$ cat src/rtl/uart_arb_pkg.sv
// ============================================================================
//  Module   : uart_arb_pkg
//  Purpose  : Shared state encoding and grant-width helper for uart_tx_arbiter.
//  Revision : 1.0 - initial release
// ============================================================================
`default_nettype none

package uart_arb_pkg;

    typedef enum logic [2:0] {
        ST_IDLE = 3'd0,
        ST_LOAD = 3'd1,
        ST_SEND = 3'd2,
        ST_WAIT = 3'd3,
        ST_HOLD = 3'd4
    } arb_state_t;

    localparam int MIN_N_REQ = 2;
    localparam int MAX_N_REQ = 8;

    function automatic int grant_width(input int n_req);
        return (n_req > 1) ? $clog2(n_req) : 1;
    endfunction

endpackage

`default_nettype wire

$ cat src/rtl/uart_rr_pick.sv
// ============================================================================
//  Module   : uart_rr_pick
//  Purpose  : Combinational round-robin search starting after last_grant.
//  Revision : 1.0 - initial release
// ============================================================================
`default_nettype none

module uart_rr_pick
    import uart_arb_pkg::*;
#(
    parameter int N_REQ = 4,
    parameter int GW    = grant_width(N_REQ)
) (
    input  logic [N_REQ-1:0] req,
    input  logic [GW-1:0]    last_grant,
    output logic [GW-1:0]    grant,
    output logic             any_req
);

    function automatic logic [GW-1:0] wrap_index(input logic [GW-1:0] base, input int off);
        int sum;
        sum = int'(base) + off;
        if (sum >= N_REQ) begin
            sum = sum - N_REQ;
        end
        return sum[GW-1:0];
    endfunction

    // Scan farthest offset first so the nearest requester after last_grant wins.
    always_comb begin
        grant   = last_grant;
        any_req = 1'b0;
        for (int off = N_REQ; off >= 1; off--) begin
            if (req[wrap_index(last_grant, off)]) begin
                grant   = wrap_index(last_grant, off);
                any_req = 1'b1;
            end
        end
    end

endmodule

`default_nettype wire

$ cat src/rtl/uart_tx_arbiter.sv
// ============================================================================
//  Module   : uart_tx_arbiter
//  Purpose  : Round-robin arbiter feeding one UART transmitter from N_REQ
//             byte sources. Define UART_ARB_LOCK_EN to hold the grant until
//             a byte flagged req_last has been sent.
//  Revision : 1.0 - initial release
// ============================================================================
`default_nettype none

module uart_tx_arbiter
    import uart_arb_pkg::*;
#(
    parameter  int N_REQ = 4,
    localparam int GW    = grant_width(N_REQ)
) (
    input  logic                 clk,
    input  logic                 reset,
    input  logic [N_REQ-1:0]     req_valid,
    input  logic [8*N_REQ-1:0]   req_data,
    input  logic [N_REQ-1:0]     req_last,
    output logic [N_REQ-1:0]     req_ready,
    output logic                 tx_start,
    output logic [7:0]           tx_data,
    input  logic                 tx_done_tick,
    output logic                 busy,
    output logic [GW-1:0]        grant_id
);

    arb_state_t      state;
    arb_state_t      state_next;
    logic [GW-1:0]   last_grant;
    logic [GW-1:0]   grant;
    logic [GW-1:0]   pick;
    logic            any_req;
    logic            load_en;
    logic [GW-1:0]   load_idx;
    logic            hold_wanted;

    uart_rr_pick #(
        .N_REQ (N_REQ),
        .GW    (GW)
    ) u_pick (
        .req        (req_valid),
        .last_grant (last_grant),
        .grant      (pick),
        .any_req    (any_req)
    );

    // A byte is captured either on a fresh grant in IDLE or on a locked refill in HOLD.
    assign load_en  = ((state == ST_IDLE) && any_req) ||
                      ((state == ST_HOLD) && req_valid[grant]);
    assign load_idx = (state == ST_IDLE) ? pick : grant;

`ifdef UART_ARB_LOCK_EN
    logic last_flag;

    always_ff @(posedge clk) begin
        if (reset) begin
            last_flag <= 1'b0;
        end else if (load_en) begin
            last_flag <= req_last[load_idx];
        end
    end

    assign hold_wanted = ~last_flag;
`else
    logic unused_last;
    assign unused_last = ^req_last;
    assign hold_wanted = 1'b0;
`endif

    always_ff @(posedge clk) begin
        if (reset) begin
            state <= ST_IDLE;
        end else begin
            state <= state_next;
        end
    end

    always_comb begin
        state_next = state;
        case (state)
            ST_IDLE: if (any_req)           state_next = ST_LOAD;
            ST_LOAD:                        state_next = ST_SEND;
            ST_SEND:                        state_next = ST_WAIT;
            ST_WAIT: if (tx_done_tick)      state_next = hold_wanted ? ST_HOLD : ST_IDLE;
            ST_HOLD: if (req_valid[grant])  state_next = ST_LOAD;
            default:                        state_next = ST_IDLE;
        endcase
    end

    always_ff @(posedge clk) begin
        if (reset) begin
            last_grant <= GW'(N_REQ - 1);
            grant      <= '0;
            tx_data    <= 8'h00;
        end else begin
            if (load_en) begin
                grant   <= load_idx;
                tx_data <= req_data[{load_idx, 3'b000} +: 8];
            end
            if ((state == ST_WAIT) && tx_done_tick) begin
                last_grant <= grant;
            end
        end
    end

    assign busy      = (state != ST_IDLE);
    assign tx_start  = (state == ST_SEND);
    assign req_ready = (state == ST_LOAD) ? ({{(N_REQ-1){1'b0}}, 1'b1} << grant) : '0;
    assign grant_id  = grant;

endmodule

`default_nettype wire

$ cat config.mk
export PLATFORM = sky130hd
export DESIGN_NAME = uart_tx_arbiter
export DESIGN_NICKNAME = d
export VERILOG_FILES = /design/src/rtl/uart_arb_pkg.sv /design/src/rtl/uart_rr_pick.sv /design/src/rtl/uart_tx_arbiter.sv
export SDC_FILE = /design/constraint.sdc
export NUM_CORES = 1
export LEC_CHECK = 0
export ABC_AREA = 1
export CAP_MARGIN = 5
export CORE_MARGIN = 2
export CORE_UTILIZATION = 46
export CTS_CLUSTER_SIZE = 28
export DETAILED_ROUTE_END_ITERATION = 12
export GPL_TIMING_DRIVEN = 1
export PLACE_DENSITY = 0.87
export SYNTH_ARGS = -nofsm -noshare
export SYNTH_HDL_FRONTEND = slang
export SYNTH_SLANG_ARGS = --single-unit
$ cat constraint.sdc
create_clock -name clk -period 5.1 [get_ports clk]
set_input_delay 0.51 -clock clk [delete_from_list [all_inputs] [get_ports clk]]
set_output_delay 0.51 -clock clk [all_outputs]
set_load 0.02 [all_outputs]
# Word level (Yosys, flattened, before mapping)
# Cells that the tools add are included.
[classes] n_addsub=8 muxes=28 n_reduce_logical=7 order_cmp=9 n_shift=2 eq_ne=7
[op_table] op="indexed part select 32 x 6 -> 8 bit" count=1
[op_table] op="two-way mux 2 bit" count=9
[op_table] op="less-than comparator 2 x 3 -> 1 bit (second input constant)" count=5
[op_table] op="case mux 3 bit (5 select lines)" count=1
[op_table] op="binary-select mux 1 bit (select 2 bit)" count=5
[op_table] op=">= comparator 3 bit (second input constant)" count=3
[op_table] op="two-way mux 1 bit" count=9
[op_table] op="two-way mux 3 bit" count=3
[op_table] op="subtractor 2 x 1 -> 2 bit (second input constant)" count=4
[op_table] op="adder 2 x 2 -> 3 bit (second input constant)" count=2
[op_table] op="equality test 3 x 2 -> 1 bit (second input constant)" count=2
[op_table] op="adder 2 x 3 -> 4 bit (second input constant)" count=1
[op_table] op=">= comparator 4 x 3 -> 1 bit (second input constant)" count=1
[op_table] op="two-way mux 4 bit" count=1
[op_table] op="inequality test 2 bit (second input constant)" count=2
[op_table] op="left shift 1 x 2 -> 4 bit (first input constant)" count=1
[op_table] op="adder 2 x 1 -> 3 bit (second input constant)" count=1
[op_table] op="equality test 3 x 1 -> 1 bit (second input constant)" count=1
[op_table] op="equality test 3 bit (second input constant)" count=1
[op_table] op="logical AND 1 bit" count=3
[op_table] op="zero test 3 bit" count=1
[op_table] op="AND reduction 3 bit" count=1
[op_table] op="nonzero test 3 bit" count=1
[op_table] op="inequality test 2 x 1 -> 1 bit (second input constant)" count=1
[op_table] op="logical OR 1 bit" count=1
[totals] regBits=15

# Longest topological paths before layout
[logic_depth] ltp_word=11 ltp_mapped=15 mapped_depth_nobuf=15

# Hierarchy
# A second synthesis with hierarchy kept.
[unflattened] hier_cells=233 area_unflattened_um2=1338.8
[modules_own_cells] module="uart_tx_arbiter" seq_area_each_um2=280.3 instances=1 cells_each=186 area_each_um2=1097.3
[modules_own_cells] module="uart_rr_pick" seq_area_each_um2=0.0 instances=1 cells_each=47 area_each_um2=241.5

# Worst setup path after synthesis
# OpenSTA, ideal clock, no wires.
[synth_path] path_kind="reg-to-reg" startpoint="reg state[0]" endpoint="reg tx_data[3]" synth_period_minus_slack_ps=1792 setup_slack_ps=3308 path_stages_with_launch=12 arrival_ps=1683 cell_sequence="dfxtp_1 > inv_1 > ha_1 > buf_2 > inv_1 > nand2_1 > buf_2 > nand3_1 > nand3_1 > nand3_1 > nand2_1 > inv_1"
[synth_via] elab_chain_cells=3 elab_cells_between_ends=7 cone_classes="eq/ne: 1; shift: 1; mux: 1; reduce/logical: 4"
[synth_lines] item="from (decl)" line_no="uart_tx_arbiter.sv:29" source="arb_state_t state;"
[synth_lines] item="from (signal assigned)" line_no="uart_tx_arbiter.sv:76" source="state <= state_next;"
[synth_lines] item="zero test 3 bit or equality test 3 bit (tied branches)" line_no="uart_tx_arbiter.sv:50, uart_tx_arbiter.sv:52, uart_tx_arbiter.sv:51"
[synth_lines] item="two-way mux 2 bit (tied with other cells)" line_no="uart_tx_arbiter.sv:52" source="assign load_idx = (state == ST_IDLE) ? pick : grant;"
[synth_lines] item="indexed part select 32 x 6 -> 8 bit or logical OR 1 bit (tied branches)" line_no="uart_tx_arbiter.sv:100, uart_tx_arbiter.sv:50"
[synth_lines] item="to (signal assigned)" line_no="uart_tx_arbiter.sv:100" source="tx_data <= req_data[{load_idx, 3'b000} +: 8];"
[synth_lines] item="to (decl)" line_no="uart_tx_arbiter.sv:23" source="output logic [7:0] tx_data,"
# Parallel ways exist; a longest one is shown, timed or not.
# A chain may end at the register's enable or synchronous reset.

# Worst setup path after layout
[layout_path] startpoint="reg state[0]" endpoint="out busy"
[layout_via] elab_chain_cells=1
[layout_lines] item="nonzero test 3 bit" line_no="uart_tx_arbiter.sv:108" source="assign busy = (state != ST_IDLE);"
[layout_lines] item="to (decl)" line_no="uart_tx_arbiter.sv:25" source="output logic busy,"
# Every way passes these cells.

==> summary.md <==
| Metric | Value |
|---|---|
| Startpoint type of the worst setup path | flop |
| Via total after detailed routing | between 1500 and 2000 |
| Site row count | 19 |
| Number of vias per cell after detailed routing | approximately 4.9 |
| Die ar. | about 0.0034 sq mm |
| Minimum clock period after layout | ~2400 ps |
| Highest-count cells in the layout ignoring fill and taps | sky130_fd_sc_hd__inv_1, sky130_fd_sc_hd__clkdlybuf4s50_1, sky130_fd_sc_hd__nand3_1 |
| Post-synthesis instance total | 227 |
| Die extent in y | just under 60 microns |
| Unique cell type count in the Yosys netlist | 23 |
| Number of detailed-route iterations in the first pass | 4 |
| Warnings, synthesis | 0 |
| Netlist area before placement | between 0.001 and 0.0015 sq mm |
| Effective utilization at floorplan | around half |
| Worst-path maximum fanout | 7 |
| Largest net degree at the start of global routing | 21 |
| Post-Route WL | around 3.4 mm |
| Total half-perimeter wirelength after legalization and detailed placement | between 2 and 3 mm |
| Worst hold margin | 530.7 ps |
| Average cell area after synthesis | 5.953 sq um |
| Post-route fraction of the period consumed by the critical path | 46.53% |
| Std-Cell Core Area | about 0.0028 sq mm |
| Num Clock Sinks | 14 |
| Number of resized instances in the post-cts repair step | 0 |
| Die Width | slightly below 60 microns |
| Power per unit of standard cell area | 505.3 mW/mm^2 |
| Setup repair after global routing missed its margin | false |
| CTS tree | built |
| Share of the yosys chip area belonging to registers | roughly 21% |
| Clock buffers created by TritonCTS | 3 |
| Number of synthesized register bits | 14 |
| Biggest area consumer among synthesized cells | sky130_fd_sc_hd__dfxtp_1 |
| Synthesized netlist net count | ~270 |
| Slew margin rel. | a little over 50% |
| Number of buffers added to fix hold violations after cts | 0 |
| Layout cell share with drive strength beyond 1 | a little over a tenth |
| Root buffer selected by CTS | sky130_fd_sc_hd__clkbuf_4 |
| Count of input and output buffers | 54 |
| Arrival @ worst endpoint | about 1900 ps |
| N_diodes | 0 |
| Fill cell count | about 250 |
| Clock latency at the later pin of the worst-skew pair | between 200 and 300 ps |
| Final max-slew violation count | 0 |
| Average wire per standard cell | 11.02 microns |
| Net count, final | 327 |
| Run status | complete, no violations |
| Violation count after the first detailed-route iteration | slightly below 90 |
| Class of the most critical setup path | flop to output pin |
| Clock slew seen by the registers of the worst setup and hold paths | 80 ps |
| Worst hold path class | flop to flop |
| Biggest area contributors in the synthesized netlist | sky130_fd_sc_hd__dfxtp_1, sky130_fd_sc_hd__nand3_1, sky130_fd_sc_hd__inv_1 |
| Number of max-cap violations | 0 |
| Post-CTS Setup Repair Bufs | 0 |
| Initial antenna violation count | 0 |
| Clock Skews | 8.355 ps |
| Last weighted congestion value of the routability-driven placer | 0.8152 |
| Area grow syn2layout | 41.39% |
| Area used by multi-input combinational logic | roughly 800 sq um |
| Top-level port count | a little under 60 |
| Global-route wire length before repair | 5.375 mm |
| Flip-flop and latch area | around 280 sq um |
| Routed Antenna Nets | 0 |
| Number of setup violations in the final report | 0 |
| Via count of the first global-routing pass | 1317 |
| Maximum frequency from static timing analysis | around 420 MHz |
| Total negative slack for setup checks | 0 ps |
| Number of H-tree levels | 1 |
| GRT Overall Usage | between 20% and 30% |
| Static leakage | just over 0.001 uW |
| Number of buffers on the longest clock path | 2 |
| Sort of element at the end of the critical path | output pin |
| Number of hold-slack violations in the final timing report | 0 |
| Share of the synthesized area in the top cell type | ~21% |
| VDD IR max | approximately 440 uV |
| Final global-route overflow total | 0 |
| Drc violations | 0 |
| Transition at the pin with the smallest max-transition slack | 736.6 ps |
| WP data required | 4590 ps |
## layer usage
layer  part of all wire [%]  global-route usage, %  wire (microns)
met1                     44                  25.68            1503
met4                    1.0                  6.977              34
met3                    6.4                  1.563             217
met2                     48                  35.23            1649
met5                      0                      0               0
## where the power goes
| part | total (uW) | switching [uW] | internal, uW |
|---|---|---|---|
| Sequential | 187 | 33.9 | 153 |
| Combinational | 716 | 437 | 279 |
| Clock | 62.7 | 35.3 | 27.4 |
## final cells by class
type                            count  area share, %
Inverter                           58          11.39
Timing Repair Buffer               55          28.68
Sequential cell                    14          14.67
Clock buffer                        3          1.179
Multi-Input combinational cell    148          42.04
Tap cell                           31          2.030
## Yosys cell counts (all sizes together)
| cell | count |
|---|---|
| nor2 | 18 |
| clkbuf | 1 |
| nand3 | 57 |
| nand2 | 49 |
| ha | 4 |
| inv | 58 |
| nor3 | 5 |
| a211oi | 1 |
| buf | 6 |
| nor4 | 1 |
| o21ai | 6 |
| dfxtp | 14 |
| o211ai | 2 |
| a21oi | 3 |
| and2 | 2 |
## worst paths after layout
| check | from | to | slack [ps] | depth (start not counted) |
|---|---|---|---|---|
| min reg2reg | state[1] | state[1] | 530 | 2 |
| max reg2reg | state[0] | tx_data[2] | 2830 | 10 |
| max | state[0] | busy | 2730 | 4 |
| min | state[1] | state[1] | 530 | 2 |
## sequential cells by signal, summed over array words and instances (netlist names)
name,count
grant_id,2
last_grant,2
state,2
tx_data,8
## through the flow
stage	area (sq um)	total power [uW]	setup slack [ps]	util, %	std cells
floorplan	1351	699.1	3308	-	227
global placement	1888	890.7	2646	67.88	306
CTS	1911	968.5	2717	68.69	309
global route	1911	1054	2599	68.69	309
finish	1911	965.5	2727	68.69	309
detailed placement	1888	903.2	2606	67.88	306
## kinds of logic (layout without fill, tap and decap cells)
| group | Yosys count | in the layout | share of synthesized area (%) |
|---|---|---|---|
| adders and majority gates | 4 | 4 | 3.704 |
| and+or+nand+nor | 132 | 132 | 49.91 |
| buffers and inverters | 65 | 116 | 19.81 |
| DFF | 14 | 14 | 20.74 |
| AOI/OAI and AO/OA | 12 | 12 | 5.833 |
## worst max-delay path, stage by stage, from the launching register on
cell,delay (ps)
sky130_fd_sc_hd__dfxtp_1,370
sky130_fd_sc_hd__inv_1,80
sky130_fd_sc_hd__ha_1,340
sky130_fd_sc_hd__inv_1,170
sky130_fd_sc_hd__clkdlybuf4s50_1,620
No activity file was read; power rests on OpenSTA's default activity.
